==> src/rtl/ts_sync_cc_monitor.sv <==
// ts_sync_cc_monitor: per-channel MPEG-2 TS front-end monitor.
// Hunts for the 0x47 packet grid, parses each packet header while locked and
// checks continuity counters for up to NUM_PIDS learned PIDs.
// Ports:
//   clk        system clock
//   rstn       synchronous active-low reset
//   ts_data    TS byte, sampled when ts_valid is high
//   ts_valid   byte strobe (gaps allowed)
//   clr_count  clears err_count (an increment in the same cycle leaves 1)
//   valid      high while locked
//   sync       one-cycle pulse per accepted packet sync byte
//   err_count  saturating error count
module ts_sync_cc_monitor #(
    parameter int unsigned PKT_LEN  = 188,
    parameter int unsigned LOCK_N   = 3,
    parameter int unsigned LOSS_N   = 3,
    parameter int unsigned NUM_PIDS = 4,
    parameter int unsigned CNT_W    = 8
) (
    input  logic             clk,
    input  logic             rstn,
    input  logic [7:0]       ts_data,
    input  logic             ts_valid,
    input  logic             clr_count,
    output logic             valid,
    output logic             sync,
    output logic [CNT_W-1:0] err_count
);
    localparam int unsigned POS_W = $clog2(PKT_LEN);
    localparam int unsigned HIT_W = $clog2(LOCK_N + 1);
    localparam int unsigned MIS_W = $clog2(LOSS_N + 1);
    localparam int unsigned IDX_W = (NUM_PIDS > 1) ? $clog2(NUM_PIDS) : 1;

    localparam logic [7:0]       SYNC_BYTE = 8'h47;
    localparam logic [12:0]      NULL_PID  = 13'h1FFF;
    localparam logic [CNT_W-1:0] CNT_MAX   = '1;

    typedef enum logic [1:0] {
        HUNT   = 2'd0,
        VERIFY = 2'd1,
        LOCKED = 2'd2
    } state_e;

    state_e           state_q, state_d;
    logic [POS_W-1:0] pos_q, pos_d, pos_inc;
    logic [HIT_W-1:0] hits_q, hits_d, hits_inc;
    logic [MIS_W-1:0] miss_q, miss_d, miss_inc;
    logic             parse_q, parse_d;
    logic             tei_q, tei_d;
    logic [12:0]      pid_q, pid_d;
    logic             valid_q, valid_d;
    logic             sync_q, sync_d;
    logic [CNT_W-1:0] err_q, err_d;
    logic             is_sync;
    logic             loss_evt;

    // PID/CC tracking table
    logic [NUM_PIDS-1:0] tbl_vld_q;
    logic [12:0]         tbl_pid_q [NUM_PIDS];
    logic [3:0]          tbl_cc_q  [NUM_PIDS];

    logic             chk_en;
    logic             hit, free;
    logic [IDX_W-1:0] hit_idx, free_idx;
    logic [3:0]       exp_cc;
    logic             cc_evt, upd_hit, upd_alloc;

    // Sync hunting, lock/flywheel and header capture
    always_comb begin
        state_d  = state_q;
        pos_d    = pos_q;
        hits_d   = hits_q;
        miss_d   = miss_q;
        parse_d  = parse_q;
        tei_d    = tei_q;
        pid_d    = pid_q;
        sync_d   = 1'b0;
        loss_evt = 1'b0;
        is_sync  = (ts_data == SYNC_BYTE);
        pos_inc  = (pos_q == POS_W'(PKT_LEN - 1)) ? '0 : pos_q + POS_W'(1);
        hits_inc = hits_q + HIT_W'(1);
        miss_inc = miss_q + MIS_W'(1);

        if (ts_valid) begin
            unique case (state_q)
                HUNT: begin
                    if (is_sync) begin
                        state_d = VERIFY;
                        pos_d   = POS_W'(1);
                        hits_d  = HIT_W'(1);
                    end
                end
                VERIFY: begin
                    pos_d = pos_inc;
                    if (pos_q == '0) begin
                        if (is_sync) begin
                            hits_d = hits_inc;
                            if (hits_inc == HIT_W'(LOCK_N)) begin
                                state_d = LOCKED;
                                miss_d  = '0;
                                parse_d = 1'b1;
                                sync_d  = 1'b1;
                            end
                        end else begin
                            state_d = HUNT;
                            hits_d  = '0;
                            pos_d   = '0;
                        end
                    end
                end
                LOCKED: begin
                    pos_d = pos_inc;
                    if (pos_q == '0) begin
                        if (is_sync) begin
                            miss_d  = '0;
                            parse_d = 1'b1;
                            sync_d  = 1'b1;
                        end else begin
                            parse_d = 1'b0;
                            miss_d  = miss_inc;
                            if (miss_inc == MIS_W'(LOSS_N)) begin
                                state_d  = HUNT;
                                pos_d    = '0;
                                hits_d   = '0;
                                miss_d   = '0;
                                loss_evt = 1'b1;
                            end
                        end
                    end else if (parse_q) begin
                        if (pos_q == POS_W'(1)) begin
                            tei_d       = ts_data[7];
                            pid_d[12:8] = ts_data[4:0];
                        end
                        if (pos_q == POS_W'(2)) begin
                            pid_d[7:0] = ts_data;
                        end
                    end
                end
                default: state_d = HUNT;
            endcase
        end
    end

    // CC check on the pos3 beat of a parsed packet
    assign chk_en = ts_valid && (state_q == LOCKED) && parse_q && (pos_q == POS_W'(3));

    always_comb begin
        hit      = 1'b0;
        hit_idx  = '0;
        free     = 1'b0;
        free_idx = '0;
        for (int i = 0; i < int'(NUM_PIDS); i++) begin
            if (!hit && tbl_vld_q[i] && (tbl_pid_q[i] == pid_q)) begin
                hit     = 1'b1;
                hit_idx = IDX_W'(i);
            end
            if (!free && !tbl_vld_q[i]) begin
                free     = 1'b1;
                free_idx = IDX_W'(i);
            end
        end
        // AFC bit 0 set means payload present, so CC must advance
        exp_cc    = ts_data[4] ? tbl_cc_q[hit_idx] + 4'd1 : tbl_cc_q[hit_idx];
        cc_evt    = 1'b0;
        upd_hit   = 1'b0;
        upd_alloc = 1'b0;
        if (chk_en) begin
            if (tei_q) begin
                cc_evt = 1'b1;
            end else if (pid_q != NULL_PID) begin
                if (hit) begin
                    upd_hit = 1'b1;
                    cc_evt  = (ts_data[3:0] != exp_cc);
                end else if (free) begin
                    upd_alloc = 1'b1;
                end
            end
        end
    end

    // Saturating error counter with clear; events never coincide
    always_comb begin
        err_d = err_q;
        if (clr_count) begin
            err_d = (cc_evt || loss_evt) ? CNT_W'(1) : '0;
        end else if ((cc_evt || loss_evt) && (err_q != CNT_MAX)) begin
            err_d = err_q + CNT_W'(1);
        end
        valid_d = (state_d == LOCKED);
    end

    always_ff @(posedge clk) begin
        if (!rstn) begin
            state_q <= HUNT;
            pos_q   <= '0;
            hits_q  <= '0;
            miss_q  <= '0;
            parse_q <= 1'b0;
            tei_q   <= 1'b0;
            pid_q   <= '0;
            valid_q <= 1'b0;
            sync_q  <= 1'b0;
            err_q   <= '0;
        end else begin
            state_q <= state_d;
            pos_q   <= pos_d;
            hits_q  <= hits_d;
            miss_q  <= miss_d;
            parse_q <= parse_d;
            tei_q   <= tei_d;
            pid_q   <= pid_d;
            valid_q <= valid_d;
            sync_q  <= sync_d;
            err_q   <= err_d;
        end
    end

    // Table storage; only the valid bits need reset
    always_ff @(posedge clk) begin
        if (!rstn || loss_evt) begin
            tbl_vld_q <= '0;
        end else if (upd_alloc) begin
            tbl_vld_q[free_idx] <= 1'b1;
            tbl_pid_q[free_idx] <= pid_q;
            tbl_cc_q[free_idx]  <= ts_data[3:0];
        end else if (upd_hit) begin
            tbl_cc_q[hit_idx] <= ts_data[3:0];
        end
    end

    assign valid     = valid_q;
    assign sync      = sync_q;
    assign err_count = err_q;

endmodule

==> config.mk <==
export PLATFORM = sky130hd
export DESIGN_NAME = ts_sync_cc_monitor
export DESIGN_NICKNAME = d
export VERILOG_FILES = /design/src/rtl/ts_sync_cc_monitor.sv
export SDC_FILE = /design/constraint.sdc
export NUM_CORES = 1
export LEC_CHECK = 0
export CAP_MARGIN = 40
export CORE_MARGIN = 2
export CORE_UTILIZATION = 25
export DETAILED_ROUTE_END_ITERATION = 16
export GPL_TIMING_DRIVEN = 0
export SLEW_MARGIN = 5
export SYNTH_ARGS = -nofsm -noshare
export SYNTH_HDL_FRONTEND = slang
export SYNTH_SLANG_ARGS = --single-unit
==> constraint.sdc <==
create_clock -name clk -period 8.3 [get_ports clk]
set_clock_uncertainty 0.1 [all_clocks]
set_input_delay 2.075 -clock clk [delete_from_list [all_inputs] [get_ports clk]]
set_output_delay 2.075 -clock clk [all_outputs]
set_load 0.05 [all_outputs]
==> run metrics <==
status=finished, final reports clean; hold crit path type=flop to flop; drt drc=0; Arr. time, crit path=6.25 ns; Yosys top cell area share=36.52%; worst skew pair latency=0.36 ns; Slew headroom=44.23%; Worst setup SP type=input pin; clk slew on worst S/H paths=about 0.070 ns; Ys Warns=0; most frequent cell after synthesis=edfxtp_1; Post-DP Area=just over 6000 sq um; Detail Route Antenna Nets=0; postcts setup bufs=0; maximum fanout along the worst path=8; Synth area leaders=edfxtp_1, dfxtp_1, xnor2_1, mux2i_1, xor2_1; worst-margin pin slew=0.8289 ns; vias per cell=4.725; largest area contributor in the synthesized netlist=edfxtp_1; CP required=8.26 ns; Max IR drop VDD=0.1137 mV; Post-synth top cells=edfxtp_1, dfxtp_1, xnor2_1; depth of the CTS H-tree=3; Tcrit/Tclk final=75.72%; synthesis-to-layout area growth=16.07%; CTS tree=done; Post-synth ARST share=0%; synthesized netlist cell count=503; core area=21890 sq um; leakage dissipation=0.002429 uW; TNS Setup=0 ns; Overall Global Routing Usage=11.46%; CP Class=input pin to flop; first-pass GRT wire length=20870 um; # clock sinks=111; Max Slew Vio Count=0; antenna cell count=0; Fin. Hold Viols=0; First-pass DRT Iterations=5; Buffers on Ports=19; Tot Pwr=1047 uW; Remaining Overflow, GRT=0; CP endpoint kind=flop; fmax=0.1591 GHz; dpl hpwl=9763 um; share of cells above drive strength 1=about a tenth; Post-synth EDFFs=68; DRT iter0 DRCs=203; gp weighted congestion=between 0.7 and 0.8; Die Ht=153.6 um; post-synthesis register bit count=between 100 and 150; Worst path max stage delay=around 0.57 ns; fin nets=between 500 and 600; final setup vio count=0; unrepaired setup endpoints after global routing=false; Main synth FF type=edfxtp_1; Design Area, Final=6490 sq um; CTS Buf Count=9; final core occ=29.65%; register area share after synthesis=51.91%; initial antenna violation count=1; PwrDens=161.3 nW/um^2; largest net degree at the start of global routing=20; Mapped Area=5592 sq um; critical-path cell list=clkdlybuf4s50_1, clkbuf_1, nand4bb_1, nor4_1, clkdlybuf4s18_2, nor4_1, nor2b_1, and2_1, nand2_1, nor2_1, nand2_1, nor2_1, buf_4; vias=3889; max_cap viols=0; Initial Utilization=25.54%; # IOs=22; Post-CTS Resized=0; die width=153.6 um; synthesized area per cell=11.12 sq um; WL final=13100 um; Mapped Nets=526; drt wl/cell=15.92 um; number of global-route vias before repair=about 3800; row count=between 50 and 60; post-route minimum period=6.284 ns; Max Buffers Root-to-Sink=2; post-synthesis cell type count=between 60 and 70; CTS root buffer=clkbuf_16; Worst path slowest cell=clkdlybuf4s50_1; number of hold buffers added after CTS=0; DIE AREA=roughly 24000 sq um
## metal layers
metal | track usage (%) | vias to the layer above | wire length, um
li1 | - | 1913 | -
met3 | 1.832 | 21 | 420
met1 | 14.91 | 1889 | 6232
met5 | 0 | - | 0
met4 | 5.199 | 0 | 337
met2 | 18.77 | 66 | 6108
## stage by stage
stage	setup slack (ns)	hold slack (ns)	cells
finish	2.016	0.4132	823
global placement	0.6510	0.3862	802
global route	1.684	0.4311	823
detailed placement	1.680	0.3950	807
CTS	2.045	0.4191	823
floorplan	3.049	0.3548	503
## cells by family after synthesis
group	Yosys count	synth area share [%]
compound gates	70	8.839
xor+xnor	60	9.667
fa+ha+maj	11	2.461
buf+inv	40	3.513
flops	111	51.91
mux	20	3.580
simple gates	191	20.03
## critical path, delay by kind of cell
family / cells / cell delay [ns]
buffers and inverters: 4 / 1.71
and+or+nand+nor: 9 / 2.46
## layout by cell type, fill, tap and decap left out, types with 3 or more instances in the layout
cell type / instances
edfxtp_1: 68
buf_2: 10
o211ai_1: 5
a21oi_1: 11
and2_1: 10
nor2b_1: 25
nand2b_1: 6
and3_1: 4
mux2i_1: 20
a22oi_1: 3
a21o_1: 4
buf_6: 4
nor4_1: 8
nand4_1: 20
inv_6: 3
nand2_1: 29
xnor2_1: 37
clkbuf_1: 9
buf_4: 4
o21a_1: 4
dfxtp_1: 43
or3_1: 3
clkbuf_16: 9
o21ai_0: 15
or4_1: 6
nor2_1: 29
xor2_1: 21
ha_1: 11
inv_1: 16
clkdlybuf4s50_1: 19
a31oi_1: 8
and4_1: 7
nor3_1: 5
nand3_1: 18
nor2_2: 3
## worst paths after layout
path	end	depth (start not counted)	slack (ns)	from
max	tbl_pid_q[2][1]	13	2.02	ts_data[2]
min	err_count[6]	2	0.41	err_count[6]
max reg2reg	err_count[1]	19	3.66	pid_q[3]
min reg2reg	err_count[6]	2	0.41	err_count[6]
## final cells by class
cell class | count | area, sq um
fillers | 2266 | 15400
flip-flops and latches | 111 | 2903
multi-input cells | 352 | 2500
well taps | 280 | 350.3
repair buffers | 24 | 237.7
clock buffers | 9 | 225.2
plain buffers | 24 | 136.4
clock inverters | 7 | 77.57
inverters | 16 | 60.06
## registers in the layout, indices dropped and copies added, names as in the netlist, 4 cells and up
name       flops
err_count      8
pid_q         13
pos_q          8
tbl_cc_q      16
tbl_pid_q     52
tbl_vld_q      4
## report_power, final
group	switching [uW]	internal (uW)	total [uW]
registers	0.0357	579	579
clock network	208	238	445
logic	13.9	8.81	22.7
total	221	825	1050
Note: power is estimated with default switching activity, not from simulation.
